**src/rtl/mul_div_unit_if.sv**
```systemverilog
// Bus between the EX stage and the HI/LO multiply/divide unit.
// The unit is the slave. The pipeline (or a testbench) is the master.
interface mul_div_unit_if #(
  parameter int WIDTH = 32
);
  logic [WIDTH-1:0] i_a;      // rs operand, also mthi/mtlo data
  logic [WIDTH-1:0] i_b;      // rt operand
  logic [2:0]       i_op;     // 0 mult .. 7 msubu
  logic             i_start;  // launch i_op with i_a/i_b
  logic [1:0]       i_write;  // 1 mthi, 2 mtlo, else none
  logic             i_cancel; // pipeline flush
  logic [WIDTH-1:0] o_hi;
  logic [WIDTH-1:0] o_lo;
  logic             o_busy;
  logic             o_done;

  modport slave (
    input  i_a, i_b, i_op, i_start, i_write, i_cancel,
    output o_hi, o_lo, o_busy, o_done
  );

  modport master (
    output i_a, i_b, i_op, i_start, i_write, i_cancel,
    input  o_hi, o_lo, o_busy, o_done
  );
endinterface

```
**src/rtl/mul_div_unit.sv**
```systemverilog
// HI/LO multiply/divide unit.
// Multiply ops register the full product at Start and commit it after MUL_LAT edges.
// The commit can replace, add to or subtract from {HI,LO}.
// Divide ops run a restoring divider that produces one quotient bit per edge.
// A final FIX edge then applies sign correction and the divide-by-zero result.
module mul_div_unit #(
  parameter int WIDTH   = 32,
  parameter int MUL_LAT = 5
) (
  input  logic           i_clk,
  input  logic           i_rst,
  mul_div_unit_if.slave  bus
);

  localparam int CNT_MAX = (MUL_LAT > WIDTH) ? MUL_LAT : WIDTH;
  localparam int CNT_W   = $clog2(CNT_MAX + 1);
  localparam logic [CNT_W-1:0] MUL_LAST = CNT_W'(MUL_LAT);
  localparam logic [CNT_W-1:0] DIV_LAST = CNT_W'(WIDTH - 1);

  typedef enum logic [1:0] {S_IDLE, S_MUL, S_DIV, S_FIX} state_t;

  // Op[2:1] selects the operation kind. Op[0]=1 means unsigned.
  localparam logic [1:0] K_MULT = 2'b00;
  localparam logic [1:0] K_DIV  = 2'b01;
  localparam logic [1:0] K_MADD = 2'b10;
  localparam logic [1:0] K_MSUB = 2'b11;

  state_t             r_state;
  logic [CNT_W-1:0]   r_cnt;
  logic [1:0]         r_kind;
  logic [2*WIDTH-1:0] r_prod;
  logic [WIDTH-1:0]   r_a;      // original dividend, used as HI on divide-by-zero
  logic [WIDTH-1:0]   r_quo;    // dividend magnitude shifting out, quotient shifting in
  logic [WIDTH-1:0]   r_rem;
  logic [WIDTH-1:0]   r_div;    // divisor magnitude
  logic               r_b_zero;
  logic               r_neg_q;
  logic               r_neg_r;
  logic [WIDTH-1:0]   r_hi;
  logic [WIDTH-1:0]   r_lo;
  logic               r_busy;
  logic               r_done;

  // Operand conditioning at the Start edge.
  logic               w_signed;
  logic               w_a_neg;
  logic               w_b_neg;
  logic [2*WIDTH-1:0] w_a_ext;
  logic [2*WIDTH-1:0] w_b_ext;
  logic [2*WIDTH-1:0] w_product;
  logic [WIDTH-1:0]   w_a_mag;
  logic [WIDTH-1:0]   w_b_mag;

  assign w_signed  = ~bus.i_op[0];
  assign w_a_neg   = w_signed & bus.i_a[WIDTH-1];
  assign w_b_neg   = w_signed & bus.i_b[WIDTH-1];
  // Sign-extending to 2*WIDTH lets one unsigned multiplier serve both signednesses.
  // The result is taken mod 2^(2*WIDTH).
  assign w_a_ext   = {{WIDTH{w_a_neg}}, bus.i_a};
  assign w_b_ext   = {{WIDTH{w_b_neg}}, bus.i_b};
  assign w_product = w_a_ext * w_b_ext;
  // Negating the most negative value wraps to itself.
  // As an unsigned magnitude that is still the correct 2^(WIDTH-1).
  assign w_a_mag   = w_a_neg ? -bus.i_a : bus.i_a;
  assign w_b_mag   = w_b_neg ? -bus.i_b : bus.i_b;

  // One restoring step: shift in the next dividend bit, then subtract if it fits.
  logic [WIDTH:0]   w_rem_sh;
  logic             w_ge;
  logic [WIDTH-1:0] w_rem_nxt;
  logic [WIDTH-1:0] w_quo_nxt;

  assign w_rem_sh  = {r_rem, r_quo[WIDTH-1]};
  assign w_ge      = (w_rem_sh >= {1'b0, r_div});
  // When the subtraction is taken, the true difference is below the divisor.
  // So the low WIDTH bits carry the whole result.
  assign w_rem_nxt = w_ge ? (w_rem_sh[WIDTH-1:0] - r_div) : w_rem_sh[WIDTH-1:0];
  assign w_quo_nxt = {r_quo[WIDTH-2:0], w_ge};

  logic [WIDTH-1:0] w_quo_fin;
  logic [WIDTH-1:0] w_rem_fin;

  assign w_quo_fin = r_neg_q ? -r_quo : r_quo;
  assign w_rem_fin = r_neg_r ? -r_rem : r_rem;

  // Multiply commit value: plain product, or accumulated into {HI,LO}.
  logic [2*WIDTH-1:0] w_mul_res;

  always_comb begin
    // NOTE: the default assignment first keeps this block free of inferred latches.
    w_mul_res = r_prod;
    case (r_kind)
      K_MADD:  w_mul_res = {r_hi, r_lo} + r_prod;
      K_MSUB:  w_mul_res = {r_hi, r_lo} - r_prod;
      default: w_mul_res = r_prod;
    endcase
  end

  // Control FSM with datapath registers and registered outputs.
  always_ff @(posedge i_clk or posedge i_rst) begin
    if (i_rst) begin
      // NOTE: non-blocking assignments here, so every register samples pre-edge values.
      r_state  <= S_IDLE;
      r_cnt    <= '0;
      r_kind   <= K_MULT;
      r_prod   <= '0;
      r_a      <= '0;
      r_quo    <= '0;
      r_rem    <= '0;
      r_div    <= '0;
      r_b_zero <= 1'b0;
      r_neg_q  <= 1'b0;
      r_neg_r  <= 1'b0;
      r_hi     <= '0;
      r_lo     <= '0;
      r_busy   <= 1'b0;
      r_done   <= 1'b0;
    end else begin
      r_done <= 1'b0;
      if (bus.i_cancel) begin
        // Flush: drop the in-flight op and any same-cycle Start/Write.
        // HI/LO are untouched.
        r_state <= S_IDLE;
        r_busy  <= 1'b0;
      end else begin
        case (r_state)
          S_IDLE: begin
            if (bus.i_write == 2'b01) begin
              r_hi <= bus.i_a;
            end else if (bus.i_write == 2'b10) begin
              r_lo <= bus.i_a;
            end else if (bus.i_start) begin
              r_kind   <= bus.i_op[2:1];
              r_prod   <= w_product;
              r_a      <= bus.i_a;
              r_quo    <= w_a_mag;
              r_rem    <= '0;
              r_div    <= w_b_mag;
              r_b_zero <= (bus.i_b == '0);
              r_neg_q  <= w_a_neg ^ w_b_neg;
              r_neg_r  <= w_a_neg;
              r_busy   <= 1'b1;
              if (bus.i_op[2:1] == K_DIV) begin
                r_state <= S_DIV;
                r_cnt   <= '0;
              end else begin
                r_state <= S_MUL;
                r_cnt   <= CNT_W'(1);
              end
            end
          end
          S_MUL: begin
            if (r_cnt == MUL_LAST) begin
              {r_hi, r_lo} <= w_mul_res;
              r_state      <= S_IDLE;
              r_busy       <= 1'b0;
              r_done       <= 1'b1;
            end else begin
              r_cnt <= r_cnt + CNT_W'(1);
            end
          end
          S_DIV: begin
            r_rem <= w_rem_nxt;
            r_quo <= w_quo_nxt;
            if (r_cnt == DIV_LAST) begin
              r_state <= S_FIX;
            end else begin
              r_cnt <= r_cnt + CNT_W'(1);
            end
          end
          S_FIX: begin
            if (r_b_zero) begin
              r_lo <= '1;
              r_hi <= r_a;
            end else begin
              r_lo <= w_quo_fin;
              r_hi <= w_rem_fin;
            end
            r_state <= S_IDLE;
            r_busy  <= 1'b0;
            r_done  <= 1'b1;
          end
          default: begin
            r_state <= S_IDLE;
            r_busy  <= 1'b0;
          end
        endcase
      end
    end
  end

  assign bus.o_hi   = r_hi;
  assign bus.o_lo   = r_lo;
  assign bus.o_busy = r_busy;
  assign bus.o_done = r_done;

endmodule

```
**src/flat_wrapper.sv**
```systemverilog
// flat-port wrapper written by rule: the top's interface ports become plain ports
module mul_div_unit_flat 
#(
  parameter int WIDTH   = 32,
  parameter int MUL_LAT = 5
)
  (i_clk, i_rst, bus_i_a, bus_i_b, bus_i_op, bus_i_start, bus_i_write, bus_i_cancel, bus_o_hi, bus_o_lo, bus_o_busy, bus_o_done);
  mul_div_unit_if #(.WIDTH(WIDTH)) bus_i ();
  input  logic i_clk;
  input  logic i_rst;
  input wire logic [$bits(bus_i.i_a)-1:0] bus_i_a;
  input wire logic [$bits(bus_i.i_b)-1:0] bus_i_b;
  input wire logic [$bits(bus_i.i_op)-1:0] bus_i_op;
  input wire logic [$bits(bus_i.i_start)-1:0] bus_i_start;
  input wire logic [$bits(bus_i.i_write)-1:0] bus_i_write;
  input wire logic [$bits(bus_i.i_cancel)-1:0] bus_i_cancel;
  output wire logic [$bits(bus_i.o_hi)-1:0] bus_o_hi;
  output wire logic [$bits(bus_i.o_lo)-1:0] bus_o_lo;
  output wire logic [$bits(bus_i.o_busy)-1:0] bus_o_busy;
  output wire logic [$bits(bus_i.o_done)-1:0] bus_o_done;
  assign bus_i.i_a = bus_i_a;
  assign bus_i.i_b = bus_i_b;
  assign bus_i.i_op = bus_i_op;
  assign bus_i.i_start = bus_i_start;
  assign bus_i.i_write = bus_i_write;
  assign bus_i.i_cancel = bus_i_cancel;
  assign bus_o_hi = bus_i.o_hi;
  assign bus_o_lo = bus_i.o_lo;
  assign bus_o_busy = bus_i.o_busy;
  assign bus_o_done = bus_i.o_done;
  mul_div_unit #(.WIDTH(WIDTH), .MUL_LAT(MUL_LAT)) u_core (.i_clk(i_clk), .i_rst(i_rst), .bus(bus_i));
endmodule
```
**config.mk**
```make
export PLATFORM = sky130hd
export DESIGN_NAME = mul_div_unit_flat
export DESIGN_NICKNAME = d
export VERILOG_FILES = /design/src/rtl/mul_div_unit_if.sv /design/src/rtl/mul_div_unit.sv /design/src/flat_wrapper.sv
export SDC_FILE = /design/constraint.sdc
export NUM_CORES = 2
export LEC_CHECK = 0
export CAP_MARGIN = 20
export CORE_MARGIN = 1
export CORE_UTILIZATION = 55
export CTS_CLUSTER_DIAMETER = 40
export CTS_CLUSTER_SIZE = 16
export DETAILED_ROUTE_END_ITERATION = 8
export GPL_TIMING_DRIVEN = 0
export PLACE_DENSITY = 0.8
export RECOVER_POWER = 50
export SYNTH_ARGS = -nofsm -noshare
export SYNTH_HDL_FRONTEND = slang
export SYNTH_SLANG_ARGS = --single-unit
```
**constraint.sdc**
```tcl
create_clock -name i_clk -period 27.6 [get_ports i_clk]
set_input_delay 4.14 -clock i_clk [delete_from_list [all_inputs] [get_ports i_clk]]
set_output_delay 4.14 -clock i_clk [all_outputs]
set_load 0.02 [all_outputs]
```
==> reports/metrics.cfg <==
[detailed_routing]
drt_iter0_markers = 6397
ant_nets = 0
vias = 52600
drcViolationCount = 0
wl_um = 235000
vias_per_cell = 6.13
wl_per_cell_um = 27.4
dr.pass1.iters = 6

[synth]
synth_warnings = 0
yosysSeqAreaShare_pct = 11.4
synth_top_cell_area_share_pct = 37.9
synth-adder-area-share_pct = 44.7
yosys.area_share.simple_pct = 16.4
yosys-top-cells-area = fa_1 (38%), dfrtp_1 (11%), inv_1 (7.6%), nand2_1 (7.4%), ha_1 (6.7%)
synth-seq-cells = 271
synth-xor-area-share_pct = 4.75
syn_area_sq_um = 59500
synth_compound_area_share_pct = 11.6
synth_area_leader_cell = fa_1
syn_inst = 6954
synth-main-ff-cell = dfrtp_1
synth_edf_count = 0
asyncSetResetFlopFracSynth_pct = 100
syn_nets = 8475
synth_top_family_by_area = adder cells
muxShareOfSynthArea_pct = 0.679
avgSynthCellArea_sq_um = 8.56
ys_types = 88

[worst_setup_path]
cp.required_ns = 28.05
worstSetupPathType = in2reg
worst_path_max_delay_cell = clkbuf_1
start_kind = primary input
cp.arrival_ns = 16.61
crit_top_cell = fa_1
cp_max_fo = 10
worstSetupEndpointType = flop
slowest_delay_ns = 0.96

[grt]
grt_pass1_wl_um = 342000
grt_pass1_vias = 53100
antenna_found_initial = 32
grt_start_max_net_pins = 94
grtUsageTotal_pct = 43.5
grt-ovfl-total = 0

[die]
core_sq_um = 107000
die_w_um = 331
start_util_pct = 55.5
die_area_sq_um = 110000
io_pins = 139
die_h_um = 331
fp-row-count = 120

[placement]
pre_cts_ws_ns = 11.32
port_buffers = 105
gp_congestion = 1.08
placed_cell_area_sq_um = 62900
dp_hpwl_um = 196000

[final_layout]
final_cell_mix = inv_1 (1210), nand2_1 (1179), fa_1 (1127)
area_growth_syn_to_layout_pct = 7.98
final_area_sq_um = 64300
fin_nets = 8662
drive_gt1_share_pct = 2.26
final_common_cell = inv_1

[sta]
slew_violations = 276
max_slew.worst_pin.slew_ns = 5.32
fin_crit_sh_pct = 58.6
setup_violations = 0
min_period_ns = 16.16
whs_ns = 0.485
grt_setup_unrepaired = false
slew_headroom_pct = -255
fin_skew_ns = 0.0344
tns_ns = 0
finalHoldViolCount = 0
post-route-worst-setup-slack_ns = 11.44
clock.fmax_mhz = 61.9

[clocking]
cts_buffer_depth = 3
path_clk_slew_ns = 0.07
cts_tree = yes
cts-root-buf = clkbuf_16
postCtsHoldBufs = 0
post_cts_buffers = 0
cts_resized = 0
clock_latency_ns = 0.58
htree_levels = 2
cts_buffers = 36
cts.sinks = 271

[run]
maxCapViolations = 3

[run_status]
outcome = finished, violations left
violations = capacitance limit, slew limit

[worst_hold_path]
hp-class = reg2reg

-- logic make-up (layout without fill, tap and decap cells) --
group,after synthesis,count (layout)
simple gates,2110,2110
buf+inv,1637,1846
fa+ha+maj,1448,1448
compound gates,1126,1126
xor+xnor,323,323
flops,271,271
mux,39,39
other cells,0,28
-- state kept, by name (all words and copies together), names as in the netlist --
register	cells
u_core.bus.o_busy	1
u_core.bus.o_done	1
u_core.bus.o_hi	32
u_core.bus.o_lo	32
u_core.r_a	32
u_core.r_b_zero	1
u_core.r_cnt	6
u_core.r_div	32
u_core.r_kind	2
u_core.r_neg_q	1
u_core.r_neg_r	1
u_core.r_prod	64
u_core.r_quo	32
u_core.r_rem	32
u_core.r_state	2
-- layout make-up --
class | instances | area [sq um]
Tap cell | 1403 | 1760
Multi-Input combinational cell | 5046 | 46500
Buffer | 425 | 1670
Inverter | 1212 | 4550
Antenna cell | 28 | 70.1
Fill cell | 9506 | 42900
Timing Repair Buffer | 149 | 1720
Clock inverter | 18 | 233
Sequential cell | 271 | 6780
Clock buffer | 42 | 973
-- layer usage --
| metal | global-route usage [%] | up-vias | wire length, um |
|---|---|---|---|
| li1 | - | 22000 | - |
| met1 | 54.0 | 26000 | 83200 |
| met2 | 64.5 | 3689 | 100000 |
| met3 | 13.7 | 892 | 31800 |
| met4 | 30.2 | 22 | 19800 |
| met5 | 0 | - | 133 |
-- cells in the mapped netlist (all sizes together) (8+ instances only) --
master  number
o21ai      376
and3        16
a22oi       14
inv       1211
nand4       28
a21oi      302
a32oi        8
a21boi      12
a222oi      10
clkbuf     357
a31oi       35
or2         11
nand3b      13
ha         321
nor3        56
and2       375
nor4        24
o21a        35
nor2b       27
nand3       57
o22ai       13
mux2        11
o21bai      34
dfrtp      271
o31ai       59
nand2b      34
xor2       134
or3         31
a211oi      20
o41ai       20
or4         21
a21o        96
mux2i       28
buf         67
xnor2      189
o211ai      14
fa        1127
a221oi      24
nor2       214
nand2     1179
-- stage by stage --
step	instances	util [%]
floorplan	6954	-
global placement	8462	58.1
detailed placement	8501	58.7
CTS	8561	59.8
global route	8568	59.9
finish	8594	59.9
-- critical path, delay by kind of cell --
family	cells	cell delay [ns]
and+or+nand+nor	3	0.99
buffers and inverters	8	3.07
xor gates and xnor gates	1	0.23
AOI/OAI and AO/OA	9	3.14
adders and majority gates	9	4.96
-- worst paths after layout --
check	startpoint	endpoint	slack, ns	cells past startpoint
worst min-delay path	u_core.r_div[11]	u_core.r_div[11]	0.48	2
worst min register to register	u_core.r_div[11]	u_core.r_div[11]	0.48	2
max in group asynchronous	i_rst	u_core.r_prod[15]	15.85	3
worst max-delay path	bus_i_op[0]	u_core.r_prod[62]	11.44	30
worst max register to register	u_core.r_prod[12]	u_core.bus.o_hi[22]	20.99	20
min in group asynchronous	i_rst	u_core.bus.o_hi[30]	5.27	2
Power is not shown: default switching activity piles up to over one toggle a cycle in this logic, so the estimate is an artifact.
